`config.mk`:
```
export PLATFORM = sky130hd
export DESIGN_NAME = instr_fetch_stage_flat
export DESIGN_NICKNAME = d
export VERILOG_FILES = /design/src/rtl/instr_fetch_stage_pkg.sv /design/src/rtl/instr_fetch_stage_if.sv /design/src/rtl/instr_fetch_stage_instr_mem.sv /design/src/rtl/instr_fetch_stage.sv /design/src/flat_wrapper.sv
export SDC_FILE = /design/constraint.sdc
export NUM_CORES = 2
export LEC_CHECK = 0
export ABC_AREA = 0
export BUFFER_PORTS_ARGS = -buffer_cell sky130_fd_sc_hd__buf_4
export CAP_MARGIN = 20
export CORE_MARGIN = 5
export CORE_UTILIZATION = 33
export CTS_CLUSTER_DIAMETER = 80
export DETAILED_ROUTE_END_ITERATION = 12
export GPL_ROUTABILITY_DRIVEN = 0
export GPL_TIMING_DRIVEN = 0
export PLACE_DENSITY_LB_ADDON = 0.1
export SYNTH_ARGS = -nofsm -noshare
export SYNTH_HDL_FRONTEND = slang
export SYNTH_HIERARCHICAL = 1
export SYNTH_SLANG_ARGS = --single-unit
```
`constraint.sdc`:
```
create_clock -name clk -period 11.5 [get_ports clk]
set_clock_uncertainty 0.15 [all_clocks]
set_input_delay 2.3 -clock clk [delete_from_list [all_inputs] [get_ports clk]]
set_output_delay 2.3 -clock clk [all_outputs]
set_load 0.01 [all_outputs]
```
`src/rtl/instr_fetch_stage_pkg.sv`:
```
// instr_fetch_stage_pkg: shared FSM states, NOP word and default memory depth
package instr_fetch_stage_pkg;
  typedef enum logic [1:0] {IDLE, LOAD, RUN} state_t;
  localparam logic [31:0] NOP = 32'h0000_0000;
  localparam int MEM_DEPTH_DEFAULT = 64;
endpackage

```
`src/rtl/instr_fetch_stage_if.sv`:
```
// instr_fetch_stage_if: load/control inputs and IF/ID outputs of the fetch stage
interface instr_fetch_stage_if import instr_fetch_stage_pkg::*; #(
  parameter int MEM_DEPTH = MEM_DEPTH_DEFAULT
);
  localparam int AW = $clog2(MEM_DEPTH);
  logic          LoadInstructions;
  logic [31:0]   Instruction;
  logic          Stall;
  logic          Branch;
  logic [31:0]   BranchTarget;
  logic [31:0]   IF_ID_Instr;
  logic [31:0]   IF_ID_PCPlus4;
  logic          IF_ID_Valid;
  logic [AW:0]   ProgLen;
  logic          LoadFull;
  modport master (
    output LoadInstructions, Instruction, Stall, Branch, BranchTarget,
    input  IF_ID_Instr, IF_ID_PCPlus4, IF_ID_Valid, ProgLen, LoadFull
  );
  modport slave (
    input  LoadInstructions, Instruction, Stall, Branch, BranchTarget,
    output IF_ID_Instr, IF_ID_PCPlus4, IF_ID_Valid, ProgLen, LoadFull
  );
endinterface

```
`src/rtl/instr_fetch_stage_instr_mem.sv`:
```
// instr_mem: instruction store, synchronous write port and combinational read port
module instr_mem #(
  parameter int MEM_DEPTH = 64,
  localparam int AW = $clog2(MEM_DEPTH)
) (
  input  logic          clk,
  input  logic          we,
  input  logic [AW-1:0] waddr,
  input  logic [31:0]   wdata,
  input  logic [AW-1:0] raddr,
  output logic [31:0]   rdata
);
  logic [31:0] mem [MEM_DEPTH];
  always_ff @(posedge clk) begin
    if (we) mem[waddr] <= wdata;
  end
  assign rdata = mem[raddr];
endmodule

```
`src/rtl/instr_fetch_stage.sv`:
```
// instr_fetch_stage: loads a program into instruction memory, then fetches it into the IF/ID register
module instr_fetch_stage import instr_fetch_stage_pkg::*; #(
  parameter int MEM_DEPTH = MEM_DEPTH_DEFAULT
) (
  input logic clk,
  input logic Reset,
  instr_fetch_stage_if.slave bus
);
  localparam int AW = $clog2(MEM_DEPTH);
  state_t      state, nxt;
  logic [31:0] pc, if_instr, if_pc4, rdata;
  logic        if_valid, full, we, hit;
  logic [AW:0] prog_len;
  logic [AW-1:0] idx, waddr;
  always_comb begin
    nxt = state == IDLE ? (bus.LoadInstructions ? LOAD : RUN) :
          state == LOAD ? (bus.LoadInstructions ? LOAD : IDLE) : RUN;
  end
  assign full  = prog_len == (AW+1)'(MEM_DEPTH);
  assign we    = !Reset && bus.LoadInstructions && (state == IDLE || (state == LOAD && !full));
  assign waddr = state == IDLE ? '0 : prog_len[AW-1:0];
  assign idx   = pc[AW+1:2];
  assign hit   = {1'b0, idx} < prog_len;
  instr_mem #(.MEM_DEPTH(MEM_DEPTH)) u_mem (
    .clk(clk), .we(we), .waddr(waddr), .wdata(bus.Instruction),
    .raddr(idx), .rdata(rdata)
  );
  // prog_len survives reset so a program can be rerun without reloading
  always_ff @(posedge clk) begin
    if (Reset) begin
      state    <= IDLE;
      pc       <= '0;
      if_instr <= NOP;
      if_pc4   <= '0;
      if_valid <= 1'b0;
    end else begin
      state <= nxt;
      if (state == IDLE && bus.LoadInstructions) prog_len <= (AW+1)'(1);
      else if (state == LOAD && bus.LoadInstructions && !full) prog_len <= prog_len + 1'b1;
      if (state != RUN) begin
        pc       <= '0;
        if_instr <= NOP;
        if_pc4   <= '0;
        if_valid <= 1'b0;
      end else if (bus.Branch) begin
        pc       <= bus.BranchTarget & ~32'h3;
        if_instr <= NOP;
        if_valid <= 1'b0;
      end else if (!bus.Stall) begin
        pc       <= pc + 32'd4;
        if_pc4   <= pc + 32'd4;
        if_instr <= hit ? rdata : NOP;
        if_valid <= hit;
      end
    end
  end
  assign bus.IF_ID_Instr   = if_instr;
  assign bus.IF_ID_PCPlus4 = if_pc4;
  assign bus.IF_ID_Valid   = if_valid;
  assign bus.ProgLen       = prog_len;
  assign bus.LoadFull      = full;
endmodule

```
`src/flat_wrapper.sv`:
```
// flat-port wrapper written by rule: the top's interface ports become plain ports
module instr_fetch_stage_flat import instr_fetch_stage_pkg::*;
#(
  parameter int MEM_DEPTH = MEM_DEPTH_DEFAULT
)
  (clk, Reset, bus_LoadInstructions, bus_Instruction, bus_Stall, bus_Branch, bus_BranchTarget, bus_IF_ID_Instr, bus_IF_ID_PCPlus4, bus_IF_ID_Valid, bus_ProgLen, bus_LoadFull);
  instr_fetch_stage_if #(.MEM_DEPTH(MEM_DEPTH)) bus_i ();
  input logic clk;
  input logic Reset;
  input wire logic [$bits(bus_i.LoadInstructions)-1:0] bus_LoadInstructions;
  input wire logic [$bits(bus_i.Instruction)-1:0] bus_Instruction;
  input wire logic [$bits(bus_i.Stall)-1:0] bus_Stall;
  input wire logic [$bits(bus_i.Branch)-1:0] bus_Branch;
  input wire logic [$bits(bus_i.BranchTarget)-1:0] bus_BranchTarget;
  output wire logic [$bits(bus_i.IF_ID_Instr)-1:0] bus_IF_ID_Instr;
  output wire logic [$bits(bus_i.IF_ID_PCPlus4)-1:0] bus_IF_ID_PCPlus4;
  output wire logic [$bits(bus_i.IF_ID_Valid)-1:0] bus_IF_ID_Valid;
  output wire logic [$bits(bus_i.ProgLen)-1:0] bus_ProgLen;
  output wire logic [$bits(bus_i.LoadFull)-1:0] bus_LoadFull;
  assign bus_i.LoadInstructions = bus_LoadInstructions;
  assign bus_i.Instruction = bus_Instruction;
  assign bus_i.Stall = bus_Stall;
  assign bus_i.Branch = bus_Branch;
  assign bus_i.BranchTarget = bus_BranchTarget;
  assign bus_IF_ID_Instr = bus_i.IF_ID_Instr;
  assign bus_IF_ID_PCPlus4 = bus_i.IF_ID_PCPlus4;
  assign bus_IF_ID_Valid = bus_i.IF_ID_Valid;
  assign bus_ProgLen = bus_i.ProgLen;
  assign bus_LoadFull = bus_i.LoadFull;
  instr_fetch_stage #(.MEM_DEPTH(MEM_DEPTH)) u_core (.clk(clk), .Reset(Reset), .bus(bus_i));
endmodule
```
# [Word-level counts from Yosys, hierarchy flattened]
# Memories as Yosys holds them, arrays and structs flattened. A register that Yosys moved wholly into a read port is not among the register bits.
# Index checks and enable logic that the tools add are counted.
[word_totals] memories=1 elab_cells=46 regBits=106 inputBits=69 out_inout_bits=73 mem_bits_rw=2048
[memory_table] memory="u_core.u_mem.mem" depth=64 width=32 rd=1 rd_clocked_by_memory_dff=1 wr=1 line_no="instr_fetch_stage_instr_mem.sv:13" source="logic [31:0] mem [MEM_DEPTH];"
[classes] n_reduce_logical=15 n_lt_le_gt_ge=1 bitwise_logic=3 eq_ne=4 n_mux=13 n_addsub=2
[op_table] operator="2-to-1 mux 32 bit" count=3
[op_table] operator="adder 32 x 3 -> 32 bit (second input constant)" count=1
[op_table] operator="2-to-1 mux 6 bit" count=3
[op_table] operator="adder 7 x 1 -> 7 bit (second input constant)" count=1
[op_table] operator="== test 7 bit (second input constant)" count=1
[op_table] operator="less-than comparator 6 x 7 -> 1 bit" count=1
[op_table] operator="2-to-1 mux 7 bit" count=1
[op_table] operator="logical AND 1 bit" count=6
[op_table] operator="2-to-1 mux 2 bit" count=3
[op_table] operator="AND reduction 2 bit" count=2
[op_table] operator="2-to-1 mux 1 bit" count=3
[op_table] operator="inverter 1 bit" count=3
[op_table] operator="OR reduction 3 bit" count=1
[op_table] operator="== test 2 x 1 -> 1 bit (second input constant)" count=1
[op_table] operator="logical NOT 1 bit" count=2
[op_table] operator="logical NOT 2 bit" count=1
[op_table] operator="inequality test 2 x 1 -> 1 bit (second input constant)" count=1
[op_table] operator="inequality test 2 bit (second input constant)" count=1
[op_table] operator="nonzero test 2 bit" count=1
[op_table] operator="OR reduction 2 bit" count=1
[op_table] operator="logical OR 1 bit" count=1

# [Longest topological paths before layout]
[logic_depth] ltp_word=7 ltp_mapped=11 mapped_depth_nobuf=7

# [Hierarchy]
# The synthesis kept the hierarchy.
[modules_own_cells] mod="instr_mem" n_inst=1 seq_area_each_um2=61499.0 area_each_um2=77874.7 cells_per_inst=3292
[modules_own_cells] mod="instr_fetch_stage" n_inst=1 seq_area_each_um2=2112.0 area_each_um2=4734.5 cells_per_inst=528

# [Worst setup path after synthesis]
# No wires, ideal clock.
[synth_timing] kind="input to register" from="input port bus_LoadInstructions" to="memory u_core.u_mem.mem[48][0] (enable)" stages=6 t_required_ns=10.889 t_arrival_ns=5.571 path_slack_ns=5.318 setup_ns=0.461 n_path_buf=0 cell_sequence="inv_1 nor3_1 a21boi_0 nor2b_1 nand4b_1 nor3_1"
[synth_between] elab_chain_len=4
[synth_rtl] item="start: declaration" line_no="flat_wrapper.sv:10" source="input wire logic [$bits(bus_i.LoadInstructions)-1:0] bus_LoadInstructions;"
[synth_rtl] item="logical AND 1 bit (2 in series)" line_no="instr_fetch_stage.sv:20" source="assign we = !Reset && bus.LoadInstructions && (state == IDLE || (state == LOAD && !full));"
[synth_rtl] item="net u_core.we" line_no="instr_fetch_stage.sv:12" source="logic if_valid, full, we, hit;"
[synth_rtl] item="2-to-1 mux 1 bit" line_no="instr_fetch_stage_instr_mem.sv:15" source="if (we) mem[waddr] <= wdata;"
[synth_rtl] item="2-to-1 mux 1 bit (implied by the code)" line_no="instr_fetch_stage_instr_mem.sv:15"
[synth_rtl] item="end: declaration" line_no="instr_fetch_stage_instr_mem.sv:13"
# The timed path passes the listed nets, and every way through them passes these cells.

# [Worst setup path after layout]
[layout_timing] from="input port bus_LoadInstructions" to="memory u_core.u_mem.mem[30][25] (enable)"
# The elaborated chain is that of the path after synthesis.

==> impl_results.md <==
- Initial Util: 33.19%
- R2r setup slk: 6.46 ns
- Switching Share: 21.75%
- Maxcap violations: 0
- Port Buffers: 137
- Global-route wire length before repair: around 380,000 um
- Final Setup Violations: 0
- GR Util met1: 30.02%
- Fin. max-slew vios: 0
- Nets: approximately 4,400
- Hold Crit Start: u_core/bus.IF_ID_Instr[13]$_SDFFE_PP0N_
- Commonest non-fill, non-tap cell in the layout: edfxtp_1
- Internal power: about 13,000 uW
- Overflow left after global routing: 0
- Clk root buf: clkbuf_16
- Avg Vias per Cell: 5.436
- Hold path endpoint: u_core/bus.IF_ID_Instr[13]$_SDFFE_PP0N_
- Async S/R FF share, synth: 0%
- PwrDens: between 150 and 200 mW/mm^2
- Critical path type: input port to flip-flop
- Avg Inst Size Synth: 21.63 um^2
- Worst-path clk slew: 0.06 ns
- Clock power share: between 40% and 50%
- EDFF count, synth: 2,055
- All-Layer GR Usage: 21.78%
- VDD IR max: around 0.00017 V
- Total Wirelength: 286,000 um
- Slew HR: 11.89%
- Outcome: complete, no violations
- LEAKAGE: between 0.02 and 0.03 uW
- Final hold violations: 0
- Sequential share of power: 52.5%
- Proportion of layout cells with a drive suffix above 1: between 20% and 30%
- Yosys warns: 6
- Ys flop type: edfxtp_1
- Hold/Removal Path Class: flip-flop to flip-flop
- TritonCTS clock tree: done
- Tcrit/Tclk final: 45.00%
- CTS H-tree lvls: 4
- Fillers: 22,279
- DRC Markers: 0
- Die area: roughly 0.26 mm^2
- # hold bufs at CTS: 0
- # IOs: about 140
- Post-Synthesis Cell Area: 0.08261 mm^2
- # rows: 183
- Vias: 42,642
- Post-detailed-route count of antenna-violating nets: 0
- Post-DP HPWL: 189,100 um
- Chip Width: 510.3 um
- Placed cell area: between 0.09 and 0.1 mm^2
- Core Box Area: between 0.2 and 0.25 mm^2
- CP endpoint kind: flip-flop
- Register area share after synthesis: slightly below 80%
- NetSw: between 3000 and 4000 uW
- Hold path depth: 2
- Vias in the first global route: 42,473
- Post-synth cell types: 60
- CTS buffer count: 228
- Total power: 16,410 uW
- Sum Neg Setup Slack: 0 ns
- Syn Inst Count: 3,820
- Clock sink count: 2,150
- Drt pass-1 iters: 5
- R2R depth: 9
- Worst-Skew Late Latency: 0.87 ns
- P&R area growth vs syn: 18.54%
- CP startpoint kind: input port
- R2r startpoint: u_core/pc[2]$_SDFFE_PP0P_
- Worst-margin pin slew: 1.322 ns
- Data required time at the worst endpoint: 11.89 ns
- Maximum buffer depth of the clock tree: 3
- Gr busiest metal: met2
- CP max FO: 17
- Met3 GRT Util: under 10%
- WL/cell: approximately 36 um
- Combinational cell fraction of total power: 3.8%
- Die height: 510.3 um
- Seq cells post-synth: about 2,200
- RSZ-0062 raised after global routing: no
- R2R Path End: u_core/bus.IF_ID_Instr[13]$_SDFFE_PP0N_
- Commonest cells after routing, fill and taps aside: 2,055 x edfxtp_1, 544 x mux4_2, 228 x clkbuf_16
- Fin crit period: approximately 5.2 ns
- Critical path data arrival time: 5.56 ns
- Number of post-CTS setup repair buffers: 0
- Initial antenna violation count: 15
- Initial DRC Count: around 4,600
- Final instance area: 0.09792 mm^2
- Fmax: ~0.19 GHz
- Cts repair resizes: 0
- Largest net degree at the start of global routing: 65
- Global Route met2 Usage: 35.43%
[state kept, by name, summed over array words and instances, names as in the netlist]
signal and flops:
u_core/state 2, u_core/bus.IF_ID_Valid 1, u_core/u_mem/mem 2048, u_core/pc 30
u_core/bus.ProgLen 7, u_core/bus.IF_ID_PCPlus4 30, u_core/bus.IF_ID_Instr 32
[worst max-delay path: stages]
cell and delay, ns:
buf_4 0.09, inv_1 0.04, nor3_1 0.25, a21boi_0 0.33, buf_4 0.25, nor2b_1 0.28, nand3_1 0.67, nor2_4 1.01
buf_12 0.28
[through the flow]
| step | setup slack [ns] | instances | hold slack [ns] | util (%) |
|---|---|---|---|---|
| global route | 6.235 | 7832 | 0.3474 | 39.33 |
| finish | 6.325 | 7844 | 0.3321 | 39.34 |
| CTS | 6.437 | 7827 | 0.3350 | 39.32 |
| global placement | -0.04503 | 7288 | 0.3203 | 35.28 |
| floorplan | 5.318 | 3821 | 0.3326 | - |
| detailed placement | 5.526 | 7413 | 0.3242 | 36.42 |
[worst max path at each step]
stage	startpoint	endpoint	slack, ns	cells past startpoint
floorplan	bus_LoadInstructions	u_core/u_mem/mem[48][0]$_DFFE_PP_	5.32	6
global placement	bus_LoadInstructions	u_core/u_mem/mem[48][14]$_DFFE_PP_	-0.05	7
detailed placement	bus_LoadInstructions	u_core/u_mem/mem[30][16]$_DFFE_PP_	5.53	9
CTS	bus_LoadInstructions	u_core/u_mem/mem[6][21]$_DFFE_PP_	6.44	9
global route	bus_LoadInstructions	u_core/u_mem/mem[30][6]$_DFFE_PP_	6.23	9
finish	bus_LoadInstructions	u_core/u_mem/mem[30][25]$_DFFE_PP_	6.32	9
[cells in the mapped netlist (10+ instances only)]
cell,number,area (um^2)
buf_2,62,310.3
nor3_1,22,110.1
nor2_1,196,735.7
nor2b_1,18,112.6
nand2b_1,10,62.56
o22ai_1,84,525.5
a21oi_1,104,520.5
xor2_1,20,175.2
buf_1,27,101.4
a211oi_1,16,120.1
buf_4,27,202.7
clkbuf_1,104,390.4
xnor2_1,39,341.6
dfxtp_1,95,1902
mux4_2,544,12250
mux2i_1,97,970.9
edfxtp_1,2055,61710
nor4_1,13,81.33
a22oi_1,12,90.09
nand2_1,51,191.4
nand3_1,19,95.09
a22o_1,31,271.5
o21ai_0,38,190.2
o221ai_1,27,236.5
[metal layers]
| layer | part of all wire, % | routed length, um |
|---|---|---|
| met5 | 0.0045 | 13 |
| met4 | 3.4 | 9657 |
| met3 | 6.3 | 17950 |
| met2 | 48 | 136900 |
| met1 | 42 | 121400 |
[cell type report]
type,count,area [um^2],share of cell area [%]
antenna,13,32.53,0.03322
sequential,2150,63610,64.96
tap,3330,4167,4.255
clock inverter,128,1232,1.259
multi-input combinational,1435,18370,18.76
clock buffer,286,5973,6.100
buffer,226,1081,1.104
timing repair buffer,266,3420,3.492
inverter,10,37.54,0.03833
[power by group through the flow]
stage          Combinational [uW]  Sequential (uW)  Clock (uW)
6_report                      626             8610        7170
3_5_place_dp                  632             8780           0
2_1_floorplan                 255             8770           0
5_1_grt                       658             8610        7690
3_3_place_gp                  606             8780           0
4_1_cts                       633             8610        7340
[kinds of logic (layout without fill, tap and decap cells)]
group                      Yosys count  count (layout)  synth area share, %
DFF                               2150            2150                77.00
adders and majority gates            8               8               0.1212
buffers and inverters              236             916                1.343
AOI/OAI and AO/OA                  339             339                2.657
other                                1              15             0.004539
and+or+nand+nor                    386             386                2.240
xor gates and xnor gates            59              59               0.6255
muxes                              641             641                16.01
Power figures use the tool's default switching activity.
